<file path="src/rtl/cpu_bus_pkg.sv">
// Shared definitions for the core-to-memory bus: one-hot arbiter state codes
// and the byte-strobe width helper.
package cpu_bus_pkg;

  localparam logic [5:0] ARB_IDLE  = 6'b000001;
  localparam logic [5:0] ARB_IREQ  = 6'b000010;
  localparam logic [5:0] ARB_IRESP = 6'b000100;
  localparam logic [5:0] ARB_DWR   = 6'b001000;
  localparam logic [5:0] ARB_DRD   = 6'b010000;
  localparam logic [5:0] ARB_DRESP = 6'b100000;

  function automatic int strb_width(input int data_w);
    return data_w / 8;
  endfunction

endpackage

</file>
<file path="src/rtl/cpu_mem_arbiter.sv">
// Merges the core's fetch and data channels onto one memory port, one
// transaction at a time; data wins unless fetch has been starved too long.
module cpu_mem_arbiter
  import cpu_bus_pkg::*;
#(
  parameter int ADDR_W       = 32,
  parameter int DATA_W       = 32,
  parameter int STARVE_LIMIT = 4
) (
  input  logic                            clk,
  input  logic                            rst,
  input  logic [ADDR_W-1:0]               inst_addr,
  input  logic                            inst_req_valid,
  output logic                            inst_req_ready,
  output logic [DATA_W-1:0]               inst_rdata,
  output logic                            inst_rvalid,
  input  logic                            inst_rready,
  input  logic [ADDR_W-1:0]               data_addr,
  input  logic                            data_wen,
  input  logic                            data_ren,
  input  logic [DATA_W-1:0]               data_wdata,
  input  logic [strb_width(DATA_W)-1:0]   data_wstrb,
  output logic                            data_req_ready,
  output logic [DATA_W-1:0]               data_rdata,
  output logic                            data_rvalid,
  input  logic                            data_rready,
  output logic [ADDR_W-1:0]               mem_addr,
  output logic                            mem_wen,
  output logic                            mem_ren,
  output logic [DATA_W-1:0]               mem_wdata,
  output logic [strb_width(DATA_W)-1:0]   mem_wstrb,
  input  logic                            mem_req_ready,
  input  logic [DATA_W-1:0]               mem_rdata,
  input  logic                            mem_rvalid,
  output logic                            mem_rready,
  output logic [31:0]                     perf_conflict
);

  localparam int STRB_W = strb_width(DATA_W);
  localparam int CNT_W  = $clog2(STARVE_LIMIT + 1);
  localparam logic [CNT_W-1:0] STARVE_MAX = CNT_W'(STARVE_LIMIT);

  typedef enum logic [5:0] {
    S_IDLE  = ARB_IDLE,
    S_IREQ  = ARB_IREQ,
    S_IRESP = ARB_IRESP,
    S_DWR   = ARB_DWR,
    S_DRD   = ARB_DRD,
    S_DRESP = ARB_DRESP
  } arb_state_e;

  arb_state_e          state_reg, state_next;
  logic [ADDR_W-1:0]   addr_reg, addr_next;
  logic [DATA_W-1:0]   wdata_reg, wdata_next;
  logic [STRB_W-1:0]   wstrb_reg, wstrb_next;
  logic [CNT_W-1:0]    starve_reg, starve_next;
  logic [31:0]         perf_reg, perf_next;

  logic data_pend;
  logic fetch_forced;

  assign data_pend    = data_wen | data_ren;
  assign fetch_forced = inst_req_valid && (starve_reg == STARVE_MAX);

  assign mem_addr      = addr_reg;
  assign mem_wdata     = wdata_reg;
  assign mem_wstrb     = wstrb_reg;
  assign perf_conflict = perf_reg;
  // Read data is passed straight through; rvalid alone qualifies it.
  assign inst_rdata    = mem_rdata;
  assign data_rdata    = mem_rdata;

  always_comb begin
    state_next     = state_reg;
    addr_next      = addr_reg;
    wdata_next     = wdata_reg;
    wstrb_next     = wstrb_reg;
    starve_next    = starve_reg;
    perf_next      = perf_reg;
    inst_req_ready = 1'b0;
    inst_rvalid    = 1'b0;
    data_req_ready = 1'b0;
    data_rvalid    = 1'b0;
    mem_wen        = 1'b0;
    mem_ren        = 1'b0;
    mem_rready     = 1'b0;
    case (state_reg)
      S_IDLE: begin
        if (data_pend && inst_req_valid) perf_next = perf_reg + 32'd1;
        if (data_pend && !fetch_forced) begin
          addr_next  = data_addr;
          wdata_next = data_wdata;
          wstrb_next = data_wstrb;
          state_next = data_wen ? S_DWR : S_DRD;
          // Not forced with fetch pending means the counter is below its limit.
          if (inst_req_valid) starve_next = starve_reg + CNT_W'(1);
        end else if (inst_req_valid) begin
          addr_next   = inst_addr;
          wdata_next  = '0;
          wstrb_next  = '0;
          state_next  = S_IREQ;
          starve_next = '0;
        end
      end
      S_IREQ: begin
        mem_ren        = 1'b1;
        inst_req_ready = mem_req_ready;
        if (mem_req_ready) state_next = S_IRESP;
      end
      S_IRESP: begin
        inst_rvalid = mem_rvalid;
        mem_rready  = inst_rready;
        if (mem_rvalid && inst_rready) state_next = S_IDLE;
      end
      S_DWR: begin
        mem_wen        = 1'b1;
        data_req_ready = mem_req_ready;
        if (mem_req_ready) state_next = S_IDLE;
      end
      S_DRD: begin
        mem_ren        = 1'b1;
        data_req_ready = mem_req_ready;
        if (mem_req_ready) state_next = S_DRESP;
      end
      S_DRESP: begin
        data_rvalid = mem_rvalid;
        mem_rready  = data_rready;
        if (mem_rvalid && data_rready) state_next = S_IDLE;
      end
      default: state_next = S_IDLE;
    endcase
  end

  always_ff @(posedge clk) begin
    if (rst) begin
      state_reg  <= S_IDLE;
      addr_reg   <= '0;
      wdata_reg  <= '0;
      wstrb_reg  <= '0;
      starve_reg <= '0;
      perf_reg   <= '0;
    end else begin
      state_reg  <= state_next;
      addr_reg   <= addr_next;
      wdata_reg  <= wdata_next;
      wstrb_reg  <= wstrb_next;
      starve_reg <= starve_next;
      perf_reg   <= perf_next;
    end
  end

endmodule

</file>
<file path="config.mk">
export PLATFORM = sky130hd
export DESIGN_NAME = cpu_mem_arbiter
export DESIGN_NICKNAME = d
export VERILOG_FILES = /design/src/rtl/cpu_bus_pkg.sv /design/src/rtl/cpu_mem_arbiter.sv
export SDC_FILE = /design/constraint.sdc
export NUM_CORES = 1
export LEC_CHECK = 0
export ABC_AREA = 0
export CELL_PAD_IN_SITES_DETAIL_PLACEMENT = 1
export CELL_PAD_IN_SITES_GLOBAL_PLACEMENT = 1
export CORE_MARGIN = 2
export CORE_UTILIZATION = 24
export CTS_CLUSTER_SIZE = 8
export DETAILED_ROUTE_END_ITERATION = 8
export PLACE_DENSITY_LB_ADDON = 0.1
export SLEW_MARGIN = 20
export SYNTH_ARGS = -nofsm -noshare
export SYNTH_HDL_FRONTEND = slang
export SYNTH_SLANG_ARGS = --single-unit
</file>
<file path="constraint.sdc">
create_clock -name clk -period 1.9 [get_ports clk]
set_input_delay 0.19 -clock clk [delete_from_list [all_inputs] [get_ports clk]]
set_output_delay 0.19 -clock clk [all_outputs]
set_load 0.05 [all_outputs]
</file>
==> impl_metrics.py <==
metrics = {
    "finish": {
        "area_growth_pct": 65.3,
        "final_nets": 1012,
        "antenna_cells": 0,
        "drive_gt1_share_pct": 31.3,
        "final_cell_count_no_fill": 1158,
        "num-fill-cells": 2558,
        "stdcell_area_um2": 9150,
    },
    "outcome": {
        "failed_checks": "negative setup slack",
        "outcome": "complete, but fails checks",
    },
    "critical_path": {
        "critPathMaxFanout": 3,
        "critical_path_class": "flop to output port",
        "end_kind": "output port",
        "startpoint_type": "flop",
        "crit_arrival_ns": 1.94,
        "required_ns": 1.71,
    },
    "grt": {
        "grt_max_degree": 49,
        "grt_first_pass_wirelength_um": 30600,
        "grt_overflow": 0,
        "antenna_found_initial": 1,
        "grt_pass1_vias": 5691,
        "grt_usage_pct": 15.9,
    },
    "yosys": {
        "synth_ff_type": "dfxtp_1",
        "yosysTopAreaCell": "dfxtp_1",
        "synth.most_common_cell": "nand2_1",
        "yosysSeqAreaShare_pct": 39.4,
        "netlist_area_um2": 5530,
        "synth_nets": 809,
        "synth_common_cells": "nand2_1, dfxtp_1, buf_4",
        "yosys_warnings": 0,
        "synth-seq-cells": 109,
        "synth.area.top_cells": "dfxtp_1, buf_4, a311oi_2",
        "yosysUniqueCellTypes": 47,
        "synth_edf_count": 0,
        "synthArstFlopShare_pct": 0,
        "synth_top_area_share_pct": 39.4,
        "syn_inst": 665,
        "synth.avg_cell_area_um2": 8.32,
    },
    "power_and_ir_drop": {
        "p_seq_share_pct": 29.9,
        "ir_worst_vdd_mv": 0.357,
        "p_int_mw": 5.59,
        "p_per_area_nw_per_um2": 1020,
        "power_frac_comb_pct": 50.6,
        "swShare_pct": 40.2,
        "clockPowerShare_pct": 19.5,
        "p_sw_mw": 3.76,
        "leakage_nw": 3.24,
    },
    "detailed_routing": {
        "via_per_inst": 4.67,
        "ant_nets": 0,
        "wirelength_um": 20900,
        "vias": 5404,
        "drt_pass1_iterations": 4,
        "first_iter_violations": 157,
        "wl_per_cell_um": 18.0,
        "drc": 0,
    },
    "sta": {
        "fin_crit_sh_pct": 112,
        "finalSetupViolCount": 9,
        "worst_slack_ns": -0.233,
        "min_period_ns": 2.13,
        "max_freq_ghz": 0.469,
        "fin_skew_ns": 0.0133,
        "tightest_slew_ns": 0.572,
        "fin_setup_tns_ns": -0.955,
        "whs_ns": 0.213,
        "drv_slew": 0,
        "slew_headroom_pct": 61.7,
        "rsz0062_at_grt": "yes",
        "finalHoldViolCount": 0,
    },
    "clocking": {
        "tritoncts": "yes",
        "clock_sinks": 109,
        "postCtsHoldBufs": 0,
        "clk_pin_slew_ns": 0.08,
        "numCtsBuffers": 9,
        "clk_latency_ns": 0.36,
        "clockBufferDepth": 2,
        "cts_root_buf": "clkbuf_16",
        "htree_levels": 3,
    },
    "die": {
        "fp.dieW_um": 156,
        "die_h_um": 156,
        "initial_core_util_pct": 24.4,
        "io_pins": 312,
        "dieArea_um2": 24300,
        "rows": 55,
        "core_um2": 22600,
    },
    "place": {
        "placedInstanceArea_um2": 7930,
        "hpwl_um": 14200,
        "gp_congestion": 0.761,
        "post-place-cells": 1105,
        "io_buffers": 215,
        "post-place-ws_ns": -0.203,
    },
    "hold_path": {
        "min_path_type": "input pin to flop",
    },
    "flow_run": {
        "maxCapViolCount": 0,
    },
}
repair_timing:
action | 4_1_cts | 5_1_grt
pin swaps | 39 | 51
cloned | 0 | 12
endpoints found under the hold margin | 0 | 0
endpoints found under the setup margin | 11 | 102
gates resized for setup | 35 | 82
buffers inserted | 5 | 20
worst paths after layout:
path / start / to / slack [ns] / cells past startpoint
min: rst / perf_conflict[16] / 0.21 / 2
max reg2reg: state_reg[5] / mem_addr[22] / -0.02 / 9
min reg2reg: mem_wdata[18] / mem_wdata[18] / 0.46 / 2
max: state_reg[4] / mem_rready / -0.23 / 5
worst max-delay path, stage by stage (launching register included):
cell	delay (ns)
dfxtp_4	0.35
or4_4	0.57
nor3b_4	0.23
buf_6	0.13
a22o_2	0.16
buf_12	0.13
cells by family after synthesis:
group / Yosys count / share of synthesized area [%]
xor gates and xnor gates: 29 / 4.59
adders and majority gates: 3 / 0.679
and+or+nand+nor: 305 / 25.9
DFF: 109 / 39.4
AOI/OAI and AO/OA: 95 / 15.0
buffers and inverters: 122 / 14.0
muxes: 2 / 0.385
routing by layer:
| metal | up-vias | routed length [um] | track usage (%) |
|---|---|---|---|
| li1 | 2625 | - | - |
| met1 | 2596 | 9250 | 19.6 |
| met2 | 142 | 10300 | 27.6 |
| met3 | 39 | 950 | 2.94 |
| met4 | 2 | 361 | 5.85 |
| met5 | - | 13 | 0 |
power by group through the flow:
stage	Combinational [mW]	Clock (mW)	Sequential (mW)
2_1_floorplan	1.65	0	3.86
3_3_place_gp	3.63	0	2.82
3_5_place_dp	3.69	0	2.84
4_1_cts	3.80	1.93	2.80
5_1_grt	4.99	2.01	2.84
6_report	4.73	1.83	2.80
placed cells by master (no fill, tap or decap), types with 3 or more instances in the layout:
master / instances
dfxtp_4: 7
dfxtp_1: 80
and4_1: 3
a21oi_1: 20
and3_1: 3
nor2_1: 50
clkdlybuf4s50_1: 205
clkinvlp_4: 4
nor3_1: 8
a21oi_2: 25
nand4_1: 9
nor4_1: 9
and2_4: 3
nand3_2: 17
nor2_2: 17
xor2_1: 5
nand3_1: 23
a311oi_2: 32
dfxtp_2: 22
clkbuf_16: 17
xnor2_1: 24
buf_4: 58
o21ai_0: 7
nand3_4: 4
inv_1: 10
buf_12: 18
or3_1: 7
nand2_1: 118
ha_1: 3
buf_6: 13
nor4_2: 6
cell type report:
type                    count  area [um2]  area share [%]
repair buffers            303        3220            35.2
multi-input cells         435        3020            33.0
flip-flops and latches    109        2240            24.4
well taps                 285         357            3.90
clock buffers               9         225            2.46
clock inverters             7        50.0           0.547
inverters                  10        37.5           0.410
metrics by stage:
step,util [%],power [mW]
global route,40.4,9.85
finish,40.4,9.36
global placement,35.0,6.45
floorplan,-,5.50
detailed placement,35.0,6.53
CTS,37.0,8.53
Power figures use the tool's default switching activity.
